## src/rtl/register_fifo_pkg.sv

```systemverilog
// rtl/register_fifo_pkg.sv - shared defaults and width helper for register_fifo
//
// Purpose: default WIDTH/DEPTH/AF_LEVEL and a ceil-log2 function used to size
//          the read/write pointers and the occupancy count.
// Ports  : none (package).

package register_fifo_pkg;

   localparam int DEF_WIDTH    = 6;
   localparam int DEF_DEPTH    = 8;
   localparam int DEF_AF_LEVEL = 6;

   function automatic int clog2(input int value);
      int result;
      result = 0;
      while ((1 << result) < value) begin
         result = result + 1;
      end
      return result;
   endfunction

endpackage

```

## src/rtl/register_fifo_register_nbit.sv

```systemverilog
// rtl/register_fifo_register_nbit.sv - WIDTH-bit enable register cell
//
// Purpose: one storage entry; loads in when wE is high at the rising edge.
// Ports  : clk   - rising-edge clock
//          reset - asynchronous active-low reset, clears the entry
//          wE    - load enable
//          in    - data to load
//          out   - stored value

module register_nbit #(
   parameter int WIDTH = 6
) (
   input  logic             clk,
   input  logic             reset,
   input  logic             wE,
   input  logic [WIDTH-1:0] in,
   output logic [WIDTH-1:0] out
);

   always_ff @(posedge clk or negedge reset) begin
      if (!reset) begin
         out <= '0;
      end else if (wE) begin
         out <= in;
      end
   end

endmodule

```

## src/rtl/register_fifo.sv

```systemverilog
// rtl/register_fifo.sv - DEPTH x WIDTH register FIFO with status and sticky errors
//
// Purpose: first-in/first-out bank of enable registers with show-ahead output,
//          occupancy count, full/empty/almost-full status and sticky
//          overflow/underflow flags cleared by clr_err.
// Ports  : clk         - rising-edge clock
//          reset       - asynchronous active-low reset
//          wE / in     - push request and data
//          rE          - pop request
//          clr_err     - synchronous clear of overflow/underflow
//          out         - head entry, 0 while empty
//          empty, full, almost_full - decoded from the registered count
//          count       - current occupancy
//          overflow    - push while full without a pop
//          underflow   - pop while empty

module register_fifo
   import register_fifo_pkg::*;
#(
   parameter int WIDTH    = DEF_WIDTH,
   parameter int DEPTH    = DEF_DEPTH,
   parameter int AF_LEVEL = DEF_AF_LEVEL
) (
   input  logic                    clk,
   input  logic                    reset,
   input  logic                    wE,
   input  logic [WIDTH-1:0]        in,
   input  logic                    rE,
   input  logic                    clr_err,
   output logic [WIDTH-1:0]        out,
   output logic                    empty,
   output logic                    full,
   output logic                    almost_full,
   output logic [clog2(DEPTH):0]   count,
   output logic                    overflow,
   output logic                    underflow
);

   localparam int PTR_W = clog2(DEPTH);
   localparam int CNT_W = PTR_W + 1;

   logic [PTR_W-1:0] r_wr_ptr;
   logic [PTR_W-1:0] r_rd_ptr;
   logic [CNT_W-1:0] r_count;
   logic             r_overflow;
   logic             r_underflow;

   logic             w_push;
   logic             w_pop;
   logic [WIDTH-1:0] w_entry [DEPTH];

   assign empty       = (r_count == '0);
   assign full        = (r_count == CNT_W'(DEPTH));
   assign almost_full = (r_count >= CNT_W'(AF_LEVEL));
   assign count       = r_count;
   assign overflow    = r_overflow;
   assign underflow   = r_underflow;

   // A pop frees the slot in the same edge, so a full FIFO may still accept a push.
   assign w_push = wE & (~full | rE);
   assign w_pop  = rE & ~empty;

   assign out = empty ? '0 : w_entry[r_rd_ptr];

   for (genvar i = 0; i < DEPTH; i++) begin : g_entry
      register_nbit #(.WIDTH(WIDTH)) u_cell (
         .clk   (clk),
         .reset (reset),
         .wE    (w_push & (r_wr_ptr == PTR_W'(i))),
         .in    (in),
         .out   (w_entry[i])
      );
   end

   always_ff @(posedge clk or negedge reset) begin
      if (!reset) begin
         r_wr_ptr    <= '0;
         r_rd_ptr    <= '0;
         r_count     <= '0;
         r_overflow  <= 1'b0;
         r_underflow <= 1'b0;
      end else begin
         if (w_push) r_wr_ptr <= r_wr_ptr + PTR_W'(1);
         if (w_pop)  r_rd_ptr <= r_rd_ptr + PTR_W'(1);

         case ({w_push, w_pop})
            2'b10:   r_count <= r_count + CNT_W'(1);
            2'b01:   r_count <= r_count - CNT_W'(1);
            default: r_count <= r_count;
         endcase

         // A new error on the same edge as clr_err keeps the flag set.
         if (wE & full & ~rE)  r_overflow <= 1'b1;
         else if (clr_err)     r_overflow <= 1'b0;

         if (rE & empty)       r_underflow <= 1'b1;
         else if (clr_err)     r_underflow <= 1'b0;
      end
   end

endmodule

```

## config.mk

```make
export PLATFORM = sky130hd
export DESIGN_NAME = register_fifo
export DESIGN_NICKNAME = d
export VERILOG_FILES = /design/src/rtl/register_fifo_pkg.sv /design/src/rtl/register_fifo_register_nbit.sv /design/src/rtl/register_fifo.sv
export SDC_FILE = /design/constraint.sdc
export NUM_CORES = 1
export LEC_CHECK = 0
export ABC_CLOCK_PERIOD_IN_PS = 4000
export CAP_MARGIN = 20
export CORE_AREA = 2 2 87 98
export DETAILED_ROUTE_END_ITERATION = 6
export DIE_AREA = 0 0 89 100
export SYNTH_ARGS = -nofsm -noshare
export SYNTH_HDL_FRONTEND = slang
export SYNTH_SLANG_ARGS = --single-unit
```

## constraint.sdc

```tcl
create_clock -name clk -period 4 [get_ports clk]
set_input_delay 0.4 -clock clk [delete_from_list [all_inputs] [get_ports clk]]
set_output_delay 0.4 -clock clk [all_outputs]
set_load 0.01 [all_outputs]
```

# Word-level counts from Yosys, hierarchy flattened

Cells that the tools add are included.

$add $sub $neg: 4
Order comparisons: 2
Equality and inequality tests: 10
Mux-type cells: 8
Bitwise gates (word level): 18
Reduce and logical (&&, ||, !) cells: 5

Operators by type and width:

| cell                | number |
|---|---|
| $bmux 6 s3          | 1 |
| $mux 6              | 3 |
| $and 1x1->1         | 13 |
| $eq 3x3->1 const B  | 4 |
| $pmux 4 s2          | 1 |
| $add 3x1->3 const B | 2 |
| $eq 3x2->1 const B  | 2 |
| $reduce_bool 2->1   | 3 |
| $add 4x1->4 const B | 1 |
| $eq 4x4->1 const B  | 1 |
| $ge 4x3->1 const B  | 1 |
| $ge 4x4->1 const B  | 1 |
| $logic_not 4->1     | 1 |
| $not 3->4           | 1 |
| $sub 4x1->4 const B | 1 |
| $eq 3x1->1 const B  | 1 |
| $logic_not 3->1     | 1 |
| $mux 1              | 3 |
| $not 1->1           | 3 |
| $eq 2x1->1 const B  | 1 |
| $eq 2x2->1 const B  | 1 |
| $or 1x1->1          | 1 |

Register bits after elaboration: 60
Output and inout bits: 15
Logic and storage cells: 60

# Longest topological paths before layout

Gate-level depths: netlist of run 1.

Word-level depth: 6
Gate-level depth with buffers: 12

# Hierarchy

A second synthesis of run 1 with hierarchy kept.

Cells, all modules: 204
Area, all modules: 3,178.0 sq um

Modules (own cells, without submodules):

| module        | instances | cells each | area each (sq um) | seq. area each (sq um) |
|---|---|---|---|---|
| register_nbit | 8         | 13         | 251.5             | 150.1 |
| register_fifo | 1         | 100        | 1,166.1           | 300.3 |

# Worst setup path before layout of run 1

No wires, ideal clock.

Path kind: register -> register
Start point: reg r_count[1], in the netlist count[1]
End point: reg r_count[2], in the netlist count[2]
Setup time: 0.125 ns
Data arrival time: 2.444 ns
Data required time: 3.875 ns
Setup slack: 1.431 ns
Cell stages (with the launch flop): 11
Clock period less this slack: 2.569 ns
Cell sequence: dfrtp_1 buf_6 nor4_2 nor2_2 ha_1 xor2_1 ha_1 a21oi_1 xor2_1 nor2_1 xor2_1

Elaborated cells between the ends (all ways): 13
Classes of those cells: add/sub: 2; eq/ne: 3; mux: 1; bitwise: 5; reduce/logical: 2

RTL lines:

| item                                            | line                | RTL |
|---|---|---|
| start: declaration                              | register_fifo.sv:44 | `logic [CNT_W-1:0] r_count;` |
| start signal: assignment                        | register_fifo.sv:87 | `2'b10: r_count <= r_count + CNT_W'(1);` |
| start signal: assignment                        | register_fifo.sv:88 | `2'b01: r_count <= r_count - CNT_W'(1);` |
| start signal: assignment                        | register_fifo.sv:89 | `default: r_count <= r_count;` |
| $logic_not 4->1 *                               | register_fifo.sv:52 | `assign empty = (r_count == '0);` |
| net empty                                       | register_fifo.sv:31 | `output logic empty,` |
| $not 1->1 *                                     | register_fifo.sv:61 | `assign w_pop = rE & ~empty;` |
| $and 1x1->1 *                                   | register_fifo.sv:61 |  |
| net w_pop                                       | register_fifo.sv:49 | `logic w_pop;` |
| $eq 2x1->1 or $eq 2x2->1 (tied branches)        | register_fifo.sv:86 | `case ({w_push, w_pop})` |
| $pmux 4 s2 or $reduce_bool 2->1 (tied branches) | n/a                 |  |

The timed path passes the listed nets; every way through them passes the cells marked *.
A chain may end at the register's enable or synchronous reset.

# Final worst setup path of run 1

Start point: reg r_rd_ptr[0]
End point: out out[3]

Word-level cells in the longest chain between the ends: 5

Ends and longest elaborated chain:

| item                                       | line                | RTL |
|---|---|---|
| start: declaration                         | register_fifo.sv:43 | `logic [PTR_W-1:0] r_rd_ptr;` |
| start signal: assignment                   | register_fifo.sv:84 | `if (w_pop) r_rd_ptr <= r_rd_ptr + PTR_W'(1);` |
| $not 3->4 (implied by the code)            | register_fifo.sv:63 | `assign out = empty ? '0 : w_entry[r_rd_ptr];` |
| $bmux 6 s3                                 | register_fifo.sv:63 |  |
| $mux 6 (implied by the code) (2 in series) | register_fifo.sv:63 |  |
| $mux 6                                     | register_fifo.sv:63 |  |
| end: declaration                           | register_fifo.sv:30 | `output logic [WIDTH-1:0] out,` |

Every way passes these cells. The select of a mux whose other input is x is not followed.

==> results of run 1 <==
layer usage:
layer / track usage, % / vias up / wire length (um)
met5: 0 / - / 0
met4: 6.20 / 0 / 92
met3: 3.70 / 8 / 159
met2: 24.8 / 24 / 3000
met1: 18.9 / 863 / 2690
li1: - / 785 / -
cell usage after synthesis, drive strengths merged:
master,instances,share of area (%)
dfrtp,60,51
mux2,50,19
mux4,12,9.2
ha,10,4.2
inv,9,1.1
nor2,9,1.5
nand2,8,1.5
buf,6,1.4
mux2i,6,2.0
xor2,5,1.5
o21ai,4,0.68
a21oi,3,0.89
xnor2,3,0.89
nand3,2,1.2
nor3,2,0.68
or3,2,0.42
a21o,1,0.25
clkbuf,1,0.13
nand3b,1,0.25
nand4b,1,0.30
nand4bb,1,0.38
nor4,1,0.42
o22a,1,0.30
o32ai,1,0.30
or4b,1,0.47
per-stage QoR:
stage / utilization [%] / cells
floorplan: - / 200
global placement: 41.0 / 331
detailed placement: 41.0 / 331
CTS: 43.5 / 347
global route: 43.5 / 347
finish: 43.5 / 347
layout by cell type (no fill, tap or decap):
cell type                         instances
sky130_fd_sc_hd__nor2_1                   7
sky130_fd_sc_hd__inv_6                    1
sky130_fd_sc_hd__mux2_1                  12
sky130_fd_sc_hd__inv_2                    2
sky130_fd_sc_hd__clkinv_2                 1
sky130_fd_sc_hd__nand3b_1                 1
sky130_fd_sc_hd__o32ai_1                  1
sky130_fd_sc_hd__nand2_1                  6
sky130_fd_sc_hd__xor2_1                   5
sky130_fd_sc_hd__a21oi_4                  1
sky130_fd_sc_hd__nor3_2                   2
sky130_fd_sc_hd__xnor2_1                  3
sky130_fd_sc_hd__or4b_4                   1
sky130_fd_sc_hd__clkdlybuf4s50_1         24
sky130_fd_sc_hd__buf_4                    2
sky130_fd_sc_hd__mux2i_1                  6
sky130_fd_sc_hd__bufinv_16                1
sky130_fd_sc_hd__clkbuf_8                 9
sky130_fd_sc_hd__o22a_1                   1
sky130_fd_sc_hd__inv_1                    7
sky130_fd_sc_hd__clkinv_4                 2
sky130_fd_sc_hd__nor4_2                   1
sky130_fd_sc_hd__nand4b_1                 1
sky130_fd_sc_hd__dfrtp_1                 60
sky130_fd_sc_hd__nor2_4                   1
sky130_fd_sc_hd__nand2_4                  2
sky130_fd_sc_hd__or3_1                    2
sky130_fd_sc_hd__clkinvlp_4               2
sky130_fd_sc_hd__nand4bb_1                1
sky130_fd_sc_hd__ha_1                    10
sky130_fd_sc_hd__nor2_2                   1
sky130_fd_sc_hd__buf_2                    1
sky130_fd_sc_hd__mux2_2                  38
sky130_fd_sc_hd__o21ai_0                  4
sky130_fd_sc_hd__mux4_2                  12
sky130_fd_sc_hd__a21oi_1                  2
sky130_fd_sc_hd__a21o_1                   1
sky130_fd_sc_hd__nand3_4                  2
cell families (layout without fill, tap and decap cells):
| group | count (synthesis) | count (layout) | synth area share, % |
|---|---|---|---|
| AOI/OAI and AO/OA | 10 | 10 | 2.42 |
| xor gates and xnor gates | 8 | 8 | 2.38 |
| adders and majority gates | 10 | 10 | 4.24 |
| buffers and inverters | 16 | 52 | 2.63 |
| DFF | 60 | 60 | 50.9 |
| muxes | 68 | 68 | 30.3 |
| and+or+nand+nor | 28 | 28 | 7.13 |
critical path: stages, from the launching register on:
cell	delay (ps)
sky130_fd_sc_hd__dfrtp_1	910
sky130_fd_sc_hd__mux4_2	600
sky130_fd_sc_hd__mux2i_1	160
sky130_fd_sc_hd__nor2_1	60
sky130_fd_sc_hd__clkdlybuf4s50_1	470
registers in the layout, indices dropped and copies added, names as in the netlist:
signal	flops
underflow	1
overflow	1
count	4
r_wr_ptr	3
r_rd_ptr	3
g_entry.u_cell.out	48
final timing paths:
| check | from | to | slack [ps] | cells past startpoint |
|---|---|---|---|---|
| max in group asynchronous | reset | count[0]$_DFFE_PN0P_ | 2970 | 2 |
| min in group clk | g_entry[5].u_cell.out[1]$_DFFE_PN0P_ | g_entry[5].u_cell.out[1]$_DFFE_PN0P_ | 500 | 1 |
| min | reset | count[3]$_DFFE_PN0P_ | 160 | 1 |
| max | r_rd_ptr[0]$_DFFE_PN0P_ | out[3] | 1050 | 4 |
| min reg2reg | g_entry[5].u_cell.out[1]$_DFFE_PN0P_ | g_entry[5].u_cell.out[1]$_DFFE_PN0P_ | 500 | 1 |
| max reg2reg | count[0]$_DFFE_PN0P_ | count[2]$_DFFE_PN0P_ | 1340 | 11 |
power by group:
| group | internal [uW] | total [uW] | switching, uW |
|---|---|---|---|
| sequential | 907 | 1190 | 287 |
| combinational | 754 | 1190 | 434 |
| clock | 290 | 546 | 256 |
| total | 1950 | 2930 | 977 |
final cells by class:
class,instances,area [um2]
Sequential cell,60,1500
Fill cell,777,4550
Multi-Input combinational cell,124,1370
Tap cell,111,139
Inverter,9,33.8
Timing Repair Buffer,27,260
Clock inverter,7,76.3
Clock buffer,9,124
==> metrics.txt, run 1 <==
# TYPE chip_impl_metric gauge
chip_impl_metric{name="grt_antenna_before_repair",unit=""} 0
chip_impl_info{name="setup.worst_path.end_class",value="output port"} 1
chip_impl_metric{name="initial_utilization",unit="%"} 36.6
chip_impl_metric{name="timing.final.ws_setup",unit="ps"} 1050
chip_impl_metric{name="count_of_tritonroute_iterations_in_the_first_routing_pass",unit=""} 3
chip_impl_metric{name="drc_errors",unit=""} 0
chip_impl_metric{name="global_route_wire_length_before_repair",unit="um"} 9670
chip_impl_metric{name="wl_per_cell",unit="um"} 17.1
chip_impl_metric{name="clock-sinks",unit=""} 60
chip_impl_metric{name="die_height",unit="um"} 100
chip_impl_info{name="setup_repair_after_global_routing_missed_its_margin",value="false"} 1
chip_impl_metric{name="fin_crit_period",unit="ps"} 2950
chip_impl_metric{name="ys_types",unit=""} 34
chip_impl_metric{name="die_width",unit="um"} 89
chip_impl_metric{name="num_io_pins",unit=""} 26
chip_impl_metric{name="power.total",unit="uW"} 2930
chip_impl_metric{name="globalRouteOverflowTotal",unit=""} 0
chip_impl_metric{name="final_hold_viols",unit=""} 0
chip_impl_metric{name="core.rowCount",unit=""} 35
chip_impl_metric{name="worst-slew-pin-transition",unit="ps"} 882
chip_impl_metric{name="synthesis.area_per_instance",unit="um2"} 14.7
chip_impl_info{name="timing.hold.worst.class",value="in -> async"} 1
chip_impl_metric{name="grt_usage",unit="%"} 15.1
chip_impl_metric{name="detailedPlace.worstSlack",unit="ps"} 1070
chip_impl_metric{name="cts.hold.buffers_added",unit=""} 0
chip_impl_metric{name="clk_pin_slew",unit="ps"} 80
chip_impl_metric{name="drtIter0Drc",unit=""} 63
chip_impl_metric{name="floorplan.core_area",unit="um2"} 8060
chip_impl_metric{name="fin_crit_sh",unit="%"} 73.6
chip_impl_metric{name="hold-worst-slack",unit="ps"} 160
chip_impl_metric{name="numPortBuffers",unit=""} 25
chip_impl_metric{name="layout.nets",unit=""} 252
chip_impl_metric{name="post_cts.repair.setup_buffers",unit=""} 0
chip_impl_metric{name="clkLatencyLatePin",unit="ps"} 340
chip_impl_metric{name="critPathArrivalTime",unit="ps"} 2550
chip_impl_metric{name="dp.final_hpwl",unit="um"} 3900
chip_impl_metric{name="syn-num-nets",unit=""} 221
chip_impl_metric{name="cts_resized",unit=""} 0
chip_impl_info{name="cts_tree",value="done"} 1
chip_impl_metric{name="cts-root-to-sink-buffers",unit=""} 2
chip_impl_metric{name="fmaxAchievable",unit="MHz"} 340
chip_impl_metric{name="ir_drop",unit="mV"} 0.254
chip_impl_metric{name="synth_cells",unit=""} 200
chip_impl_metric{name="placedInstanceArea",unit="um2"} 3300
chip_impl_info{name="run_status",value="complete, no violations"} 1
chip_impl_metric{name="p_per_area",unit="nW/um2"} 836
chip_impl_metric{name="synth_seq_cells",unit=""} 60
chip_impl_metric{name="floorplan.die_area",unit="um2"} 8900
chip_impl_metric{name="area_growth_syn_to_layout",unit="%"} 18.8
chip_impl_metric{name="ant_nets",unit=""} 0
chip_impl_metric{name="place.gp.congestion",unit=""} 0.780
chip_impl_metric{name="post-route-cell-area",unit="um2"} 3500
chip_impl_metric{name="synth.cell_area",unit="um2"} 2950
chip_impl_info{name="timing_worst_setup_path_type",value="reg -> out"} 1
chip_impl_metric{name="report.final.setup_viol",unit=""} 0
chip_impl_metric{name="pin_count_of_the_biggest_net_entering_global_routing",unit=""} 39
chip_impl_metric{name="yosys_warnings",unit=""} 0
chip_impl_metric{name="route.detailed.vias_per_inst",unit=""} 4.84
chip_impl_metric{name="maxCapViolations",unit=""} 0
chip_impl_metric{name="dr_total_vias",unit=""} 1680
chip_impl_metric{name="number_of_global_route_vias_before_repair",unit=""} 1817
chip_impl_metric{name="cts_htree_levels",unit=""} 3
chip_impl_metric{name="static-leakage-power",unit="uW"} 0.00149
chip_impl_metric{name="antenna-diode-count",unit=""} 0
chip_impl_metric{name="fin_skew",unit="ps"} 10.6
chip_impl_metric{name="critPathRequiredTime",unit="ps"} 3600
chip_impl_info{name="cts_root_buffer",value="sky130_fd_sc_hd__clkbuf_8"} 1
chip_impl_metric{name="critical_path_peak_fanout",unit=""} 14
chip_impl_info{name="worstSetupStartpointType",value="flop"} 1
chip_impl_metric{name="layout-drive-gt1-share",unit="%"} 34.7
chip_impl_metric{name="routed_wl",unit="um"} 5950
chip_impl_metric{name="tns",unit="ps"} 0
chip_impl_metric{name="drv_slew",unit=""} 0
chip_impl_metric{name="inserted_clock_buffers",unit=""} 9
chip_impl_metric{name="relSlewSlack",unit="%"} 41.2
chip_impl_metric{name="synth.yosys.seq_area_share",unit="%"} 50.9
No activity file was read; power rests on OpenSTA's default activity.
==> run 2, diff against run 1 <==
ABC_CLOCK_PERIOD_IN_PS = 3100   (was 4000)
clock period = 3.1 ns   (was 4 ns; I/O delays follow)
==> run 2 against run 1 <==
Final area rose by 1.4%. Largest power group is now combinational cells. Combinational power rose by 34%. Clock power rose by 45%. First-iteration DRC count fell by 41%. Critical endpoint is now count[2]$_DFFE_PN0P_. Die area did not move. Hold slack improved by 280 ps. Critical path type is now reg -> reg. Highest routed layer unchanged. Flip-flop and latch count did not move.
==> metrics.txt, run 2 (synthesized netlist as in run 1, its figures left out) <==
# TYPE chip_impl_metric gauge
chip_impl_metric{name="count_of_tritonroute_iterations_in_the_first_routing_pass",unit=""} 4
chip_impl_metric{name="cts_resized",unit=""} 0
chip_impl_metric{name="hold-worst-slack",unit="ps"} 442
chip_impl_metric{name="die_width",unit="um"} 89
chip_impl_metric{name="swShare",unit="%"} 32.2
chip_impl_metric{name="timing.final.ws_setup",unit="ps"} 477
chip_impl_info{name="cts_tree",value="done"} 1
chip_impl_metric{name="core.rowCount",unit=""} 35
chip_impl_metric{name="power.total",unit="uW"} 3880
chip_impl_metric{name="global_route_wire_length_before_repair",unit="um"} 9730
chip_impl_metric{name="grt_antenna_before_repair",unit=""} 0
chip_impl_metric{name="drv_slew",unit=""} 0
chip_impl_info{name="setup_repair_after_global_routing_missed_its_margin",value="false"} 1
chip_impl_info{name="timing.critical_path.to",value="count[2]$_DFFE_PN0P_"} 1
chip_impl_metric{name="drtIter0Drc",unit=""} 37
chip_impl_info{name="timing.hold.worst.class",value="in -> async"} 1
chip_impl_metric{name="p_int",unit="uW"} 2630
chip_impl_metric{name="dr_total_vias",unit=""} 1714
chip_impl_metric{name="cts-root-to-sink-buffers",unit=""} 2
chip_impl_metric{name="layout.nets",unit=""} 255
chip_impl_metric{name="layout-drive-gt1-share",unit="%"} 35.1
chip_impl_metric{name="maxCapViolations",unit=""} 0
chip_impl_metric{name="clk_pin_slew",unit="ps"} 70
chip_impl_metric{name="r2r_cells",unit=""} 11
chip_impl_metric{name="pin_count_of_the_biggest_net_entering_global_routing",unit=""} 29
chip_impl_info{name="worst_r2r_startpoint",value="count[0]$_DFFE_PN0P_"} 1
chip_impl_info{name="mostFrequentLayoutCell",value="sky130_fd_sc_hd__dfrtp_1"} 1
chip_impl_info{name="mostFrequentLayoutCells",value="sky130_fd_sc_hd__dfrtp_1, sky130_fd_sc_hd__mux2_2, sky130_fd_sc_hd__clkdlybuf4s50_1"} 1
chip_impl_info{name="register_with_the_highest_flop_count",value="g_entry.u_cell.out"} 1
chip_impl_metric{name="fmaxAchievable",unit="MHz"} 381
chip_impl_metric{name="ant_nets",unit=""} 0
chip_impl_info{name="cts_root_buffer",value="sky130_fd_sc_hd__clkbuf_8"} 1
chip_impl_metric{name="detailedPlace.worstSlack",unit="ps"} 291
chip_impl_metric{name="tns",unit="ps"} 0
chip_impl_metric{name="relSlewSlack",unit="%"} 53.6
chip_impl_metric{name="critPathArrivalTime",unit="ps"} 2840
chip_impl_metric{name="area_growth_syn_to_layout",unit="%"} 20.5
chip_impl_metric{name="static-leakage-power",unit="uW"} 0.00153
chip_impl_metric{name="fin_skew",unit="ps"} 9.66
chip_impl_metric{name="r2r_setup_slack",unit="ps"} 480
chip_impl_metric{name="largest_register_ffs",unit=""} 48
chip_impl_metric{name="ir_drop",unit="mV"} 0.296
chip_impl_metric{name="globalRouteOverflowTotal",unit=""} 0
chip_impl_metric{name="dp.final_hpwl",unit="um"} 3970
chip_impl_metric{name="place.gp.congestion",unit=""} 0.690
chip_impl_metric{name="report.final.setup_viol",unit=""} 0
chip_impl_info{name="setup.worst_path.end_class",value="flop"} 1
chip_impl_metric{name="initial_utilization",unit="%"} 36.6
chip_impl_metric{name="worst-slew-pin-transition",unit="ps"} 696
chip_impl_info{name="crit-reg2reg-capture",value="count[2]$_DFFE_PN0P_"} 1
chip_impl_metric{name="drc_errors",unit=""} 0
chip_impl_metric{name="fin_crit_sh",unit="%"} 84.6
chip_impl_metric{name="number_of_global_route_vias_before_repair",unit=""} 1813
chip_impl_metric{name="routed_wl",unit="um"} 5970
chip_impl_metric{name="clock-sinks",unit=""} 60
chip_impl_metric{name="critPathRequiredTime",unit="ps"} 3310
chip_impl_metric{name="route.detailed.vias_per_inst",unit=""} 4.90
chip_impl_metric{name="antenna-diode-count",unit=""} 0
chip_impl_metric{name="clkLatencyLatePin",unit="ps"} 340
chip_impl_metric{name="switchingPower",unit="uW"} 1250
chip_impl_metric{name="power_frac_seq",unit="%"} 38.3
chip_impl_metric{name="critical_path_peak_fanout",unit=""} 8
chip_impl_metric{name="post_cts.repair.setup_buffers",unit=""} 0
chip_impl_metric{name="final_hold_viols",unit=""} 0
chip_impl_metric{name="grt_usage",unit="%"} 15.2
chip_impl_info{name="run_status",value="complete, no violations"} 1
chip_impl_metric{name="floorplan.core_area",unit="um2"} 8060
chip_impl_info{name="timing_worst_setup_path_type",value="reg -> reg"} 1
chip_impl_metric{name="num_io_pins",unit=""} 26
chip_impl_metric{name="floorplan.die_area",unit="um2"} 8900
chip_impl_metric{name="numPortBuffers",unit=""} 25
chip_impl_metric{name="pwr-share-comb",unit="%"} 41.3
chip_impl_info{name="worstSetupStartpointType",value="flop"} 1
chip_impl_metric{name="inserted_clock_buffers",unit=""} 9
chip_impl_metric{name="fin_crit_period",unit="ps"} 2620
chip_impl_metric{name="cts_htree_levels",unit=""} 3
chip_impl_info{name="critical_path.startpoint",value="count[0]$_DFFE_PN0P_"} 1
chip_impl_metric{name="p_per_area",unit="nW/um2"} 1090
chip_impl_metric{name="wl_per_cell",unit="um"} 17.1
chip_impl_metric{name="die_height",unit="um"} 100
chip_impl_metric{name="share_clk_of_total_power",unit="%"} 20.4
## run 2: changes by cell type in the layout (fill, tap and decap cells not counted), sizes merged
cell,before,now
dlygate4sd3,0,1
inv,10,9
clkinv,3,4
clkbuf,9,10
buf,3,5
bufinv,1,2
clkinvlp,2,0
## run 2: cell type report
cell class                 instances  area, um2
fill                             761       4500
inverter                           9       33.8
multi-input combinational        124       1370
tap                              111        139
timing repair buffer              30        285
clock buffer                      10        138
sequential                        60       1500
clock inverter                     6       87.6
## run 2: worst min path at each step
stage                     startpoint                    to
after floorplan                reset  count[0]$_DFFE_PN0P_
after detailed placement       reset  count[3]$_DFFE_PN0P_
after global routing           reset  count[3]$_DFFE_PN0P_
after CTS                      reset  count[3]$_DFFE_PN0P_
final                          reset  count[3]$_DFFE_PN0P_
after global placement         reset  count[3]$_DFFE_PN0P_
## run 2: timing repair
item,in CTS,in global routing
hold buffers,1,0
endpoints found under the setup margin,0,0
hold endpoints to repair,15,0
## run 2: stage by stage
| stage | std cells | instance area, um2 | util (%) |
|---|---|---|---|
| floorplan | 200 | 2950 | - |
| global placement | 333 | 3320 | 41.2 |
| detailed placement | 333 | 3320 | 41.2 |
| CTS | 350 | 3550 | 44.1 |
| global route | 350 | 3550 | 44.1 |
| finish | 350 | 3550 | 44.1 |
## run 2: power by group through the flow
stage	Combinational [uW]	Clock (uW)	Sequential, uW
after CTS	1640	813	1480
after floorplan	1170	0	1370
after global routing	1780	848	1530
after detailed placement	1630	0	1500
final	1600	792	1480
after global placement	1600	0	1480
## run 2: worst max-delay path, cell delays in order (launching register included)
cell                      delay [ps]
sky130_fd_sc_hd__dfrtp_1         480
sky130_fd_sc_hd__or4b_4          620
sky130_fd_sc_hd__inv_2           110
sky130_fd_sc_hd__a21oi_4         120
sky130_fd_sc_hd__inv_1           130
sky130_fd_sc_hd__ha_1            260
sky130_fd_sc_hd__xor2_1          100
sky130_fd_sc_hd__ha_1            180
sky130_fd_sc_hd__a21oi_1         140
sky130_fd_sc_hd__xor2_1          160
sky130_fd_sc_hd__nor2_1           60
sky130_fd_sc_hd__xor2_1          140
## run 2: per-layer routing
| layer | GRT usage (%) | wire (um) |
|---|---|---|
| met4 | 6.20 | 72 |
| met5 | 0 | 0 |
| met3 | 3.87 | 198 |
| met2 | 24.5 | 3030 |
| met1 | 19.4 | 2670 |
==> run 3, diff against run 2 <==
ABC_CLOCK_PERIOD_IN_PS = 2400   (was 3100)
clock period = 2.4 ns   (was 3.1 ns; I/O delays follow)
==> run 3 against run 2 <==
Clock skew is 0.53 ps lower. Flip-flop and latch count unchanged. Combinational power increased by 41%. Total power is 26% higher. Die area unchanged. Global-route usage grew 0.058 points. Via count rose by 1.1%. Sequential power is 26% higher.
==> metrics.txt, run 3 (synthesized netlist as in run 1, its figures left out) <==
# TYPE chip_impl_metric gauge
chip_impl_info{name="run_status",value="complete, no violations"} 1
chip_impl_metric{name="largest_register_ffs",unit=""} 48
chip_impl_info{name="setup_repair_after_global_routing_missed_its_margin",value="false"} 1
chip_impl_info{name="setup.worst_path.end_class",value="output port"} 1
chip_impl_metric{name="die_width",unit="um"} 89
chip_impl_metric{name="cts-root-to-sink-buffers",unit=""} 2
chip_impl_metric{name="clkLatencyLatePin",unit="ps"} 340
chip_impl_metric{name="globalRouteOverflowTotal",unit=""} 0
chip_impl_info{name="timing_worst_setup_path_type",value="reg -> out"} 1
chip_impl_info{name="cts_root_buffer",value="sky130_fd_sc_hd__clkbuf_8"} 1
chip_impl_metric{name="initial_utilization",unit="%"} 36.6
chip_impl_metric{name="dr_total_vias",unit=""} 1733
chip_impl_metric{name="core.rowCount",unit=""} 35
chip_impl_metric{name="grt_antenna_before_repair",unit=""} 0
chip_impl_metric{name="drc_errors",unit=""} 0
chip_impl_metric{name="place.gp.congestion",unit=""} 0.724
chip_impl_metric{name="maxCapViolations",unit=""} 0
chip_impl_metric{name="fin_crit_sh",unit="%"} 97.3
chip_impl_metric{name="layout-drive-gt1-share",unit="%"} 37.2
chip_impl_metric{name="tns",unit="ps"} 0
chip_impl_metric{name="antenna-diode-count",unit=""} 0
chip_impl_metric{name="pin_count_of_the_biggest_net_entering_global_routing",unit=""} 37
chip_impl_metric{name="route.detailed.vias_per_inst",unit=""} 4.84
chip_impl_metric{name="ff_latch_area",unit="um2"} 1500
chip_impl_metric{name="floorplan.die_area",unit="um2"} 8900
chip_impl_metric{name="drv_slew",unit=""} 0
chip_impl_metric{name="clk_pin_slew",unit="ps"} 70
chip_impl_metric{name="p_per_area",unit="nW/um2"} 1350
chip_impl_metric{name="hold-worst-slack",unit="ps"} 445
chip_impl_metric{name="fin_crit_period",unit="ps"} 2330
chip_impl_metric{name="num_io_pins",unit=""} 26
chip_impl_info{name="worstSetupStartpointType",value="flop"} 1
chip_impl_metric{name="utilization_after_layout",unit="%"} 45.0
chip_impl_metric{name="routed_wl",unit="um"} 6010
chip_impl_metric{name="fillers",unit=""} 765
chip_impl_metric{name="worst-slew-pin-transition",unit="ps"} 609
chip_impl_metric{name="numPortBuffers",unit=""} 25
chip_impl_info{name="timing.hold.worst.class",value="in -> async"} 1
chip_impl_metric{name="wl_per_cell",unit="um"} 16.8
chip_impl_metric{name="clock-sinks",unit=""} 60
chip_impl_metric{name="report.final.setup_viol",unit=""} 0
chip_impl_info{name="register_with_the_highest_flop_count",value="g_entry.u_cell.out"} 1
chip_impl_metric{name="relSlewSlack",unit="%"} 59.4
chip_impl_info{name="cts_tree",value="done"} 1
chip_impl_metric{name="inserted_clock_buffers",unit=""} 9
chip_impl_metric{name="die_height",unit="um"} 100
chip_impl_metric{name="critical_path_peak_fanout",unit=""} 10
chip_impl_metric{name="global_route_wire_length_before_repair",unit="um"} 9780
chip_impl_metric{name="critPathArrivalTime",unit="ps"} 2090
chip_impl_metric{name="final_hold_viols",unit=""} 0
chip_impl_info{name="mostFrequentLayoutCells",value="sky130_fd_sc_hd__dfrtp_1, sky130_fd_sc_hd__mux2_2, sky130_fd_sc_hd__clkdlybuf4s50_1"} 1
chip_impl_metric{name="drtIter0Drc",unit=""} 57
chip_impl_metric{name="finalNonFillerCells",unit=""} 358
chip_impl_metric{name="place.detailed.instances",unit=""} 341
chip_impl_metric{name="fin_skew",unit="ps"} 9.13
chip_impl_metric{name="area_growth_syn_to_layout",unit="%"} 22.8
chip_impl_metric{name="cts_htree_levels",unit=""} 3
chip_impl_metric{name="ant_nets",unit=""} 0
chip_impl_metric{name="layout.nets",unit=""} 263
chip_impl_metric{name="number_of_global_route_vias_before_repair",unit=""} 1847
chip_impl_metric{name="critPathRequiredTime",unit="ps"} 2160
chip_impl_metric{name="static-leakage-power",unit="uW"} 0.00161
chip_impl_metric{name="multi_input_comb_area",unit="um2"} 1400
chip_impl_metric{name="fmaxAchievable",unit="MHz"} 428
chip_impl_metric{name="ir_drop",unit="mV"} 0.606
chip_impl_metric{name="count_of_tritonroute_iterations_in_the_first_routing_pass",unit=""} 4
chip_impl_metric{name="floorplan.core_area",unit="um2"} 8060
chip_impl_info{name="mostFrequentLayoutCell",value="sky130_fd_sc_hd__dfrtp_1"} 1
chip_impl_metric{name="grt_usage",unit="%"} 15.2
chip_impl_metric{name="dp.final_hpwl",unit="um"} 3910
[run 3: power by group]
group / internal, uW / total, uW / leakage [uW] / switching [uW]
registers: 1520 / 1860 / 0.000723 / 344
logic: 1350 / 2250 / 0.000798 / 896
clock network: 401 / 775 / 0.0000844 / 374
total: 3270 / 4880 / 0.00161 / 1610
[run 3: critical path, cell delays in order (launching register included)]
cell and delay, ps:
sky130_fd_sc_hd__dfrtp_1 410, sky130_fd_sc_hd__buf_12 170, sky130_fd_sc_hd__mux4_2 490, sky130_fd_sc_hd__mux2i_1 140, sky130_fd_sc_hd__nor2_1 60, sky130_fd_sc_hd__clkdlybuf4s50_1 480
[run 3: layer usage]
metal / GRT usage, % / share of wire [%] / wire length, um / vias to the layer above
met5: 0 / 0 / 0 / -
met4: 6.43 / 2.1 / 124 / 0
met3: 3.62 / 3.4 / 204 / 12
met2: 24.1 / 46 / 2790 / 33
met1: 20.0 / 48 / 2890 / 882
li1: - / - / - / 806
[run 3: per-stage QoR]
step,setup slack (ps),power [uW],instance area (um2)
after global routing,2.03,5260,3620
after detailed placement,174,4150,3420
after floorplan,15.7,3330,2980
final,65.3,4880,3620
after CTS,0.236,4970,3600
after global placement,239,4110,3420
[run 3: path summary, 6_finish.rpt]
kind                                                 startpoint                                   end  slack [ps]  depth (start not counted)
setup / recovery                        r_rd_ptr[0]$_DFFE_PN0P_                                out[4]          70                          5
hold reg to reg            g_entry[5].u_cell.out[3]$_DFFE_PN0P_  g_entry[5].u_cell.out[3]$_DFFE_PN0P_         490                          1
max in group asynchronous                                 reset               r_rd_ptr[1]$_DFFE_PN0P_        1340                          3
hold / removal                                            reset                 underflow$_DFFE_PN0P_         440                          2
setup reg to reg                           count[0]$_DFFE_PN0P_                  count[2]$_DFFE_PN0P_         190                         11
min in group clk           g_entry[5].u_cell.out[3]$_DFFE_PN0P_  g_entry[5].u_cell.out[3]$_DFFE_PN0P_         490                          1
[run 3: timing repair]
action                                  in CTS  in global routing
gates resized for setup                      2                  8
cloned                                       0                  0
pin swaps                                    0                  0
buffers inserted                             0                  0
endpoints found under the setup margin       6                  4
hold buffers                                 1                  0
hold endpoints to repair                    24                  0
[run 3: layout make-up]
cell class              count  area share, %
flip-flops and latches     60           41.5
inverters                   9           1.00
clock inverters             2          0.276
multi-input cells         124           38.5
clock buffers              14           4.21
repair buffers             38           10.7
well taps                 111           3.83
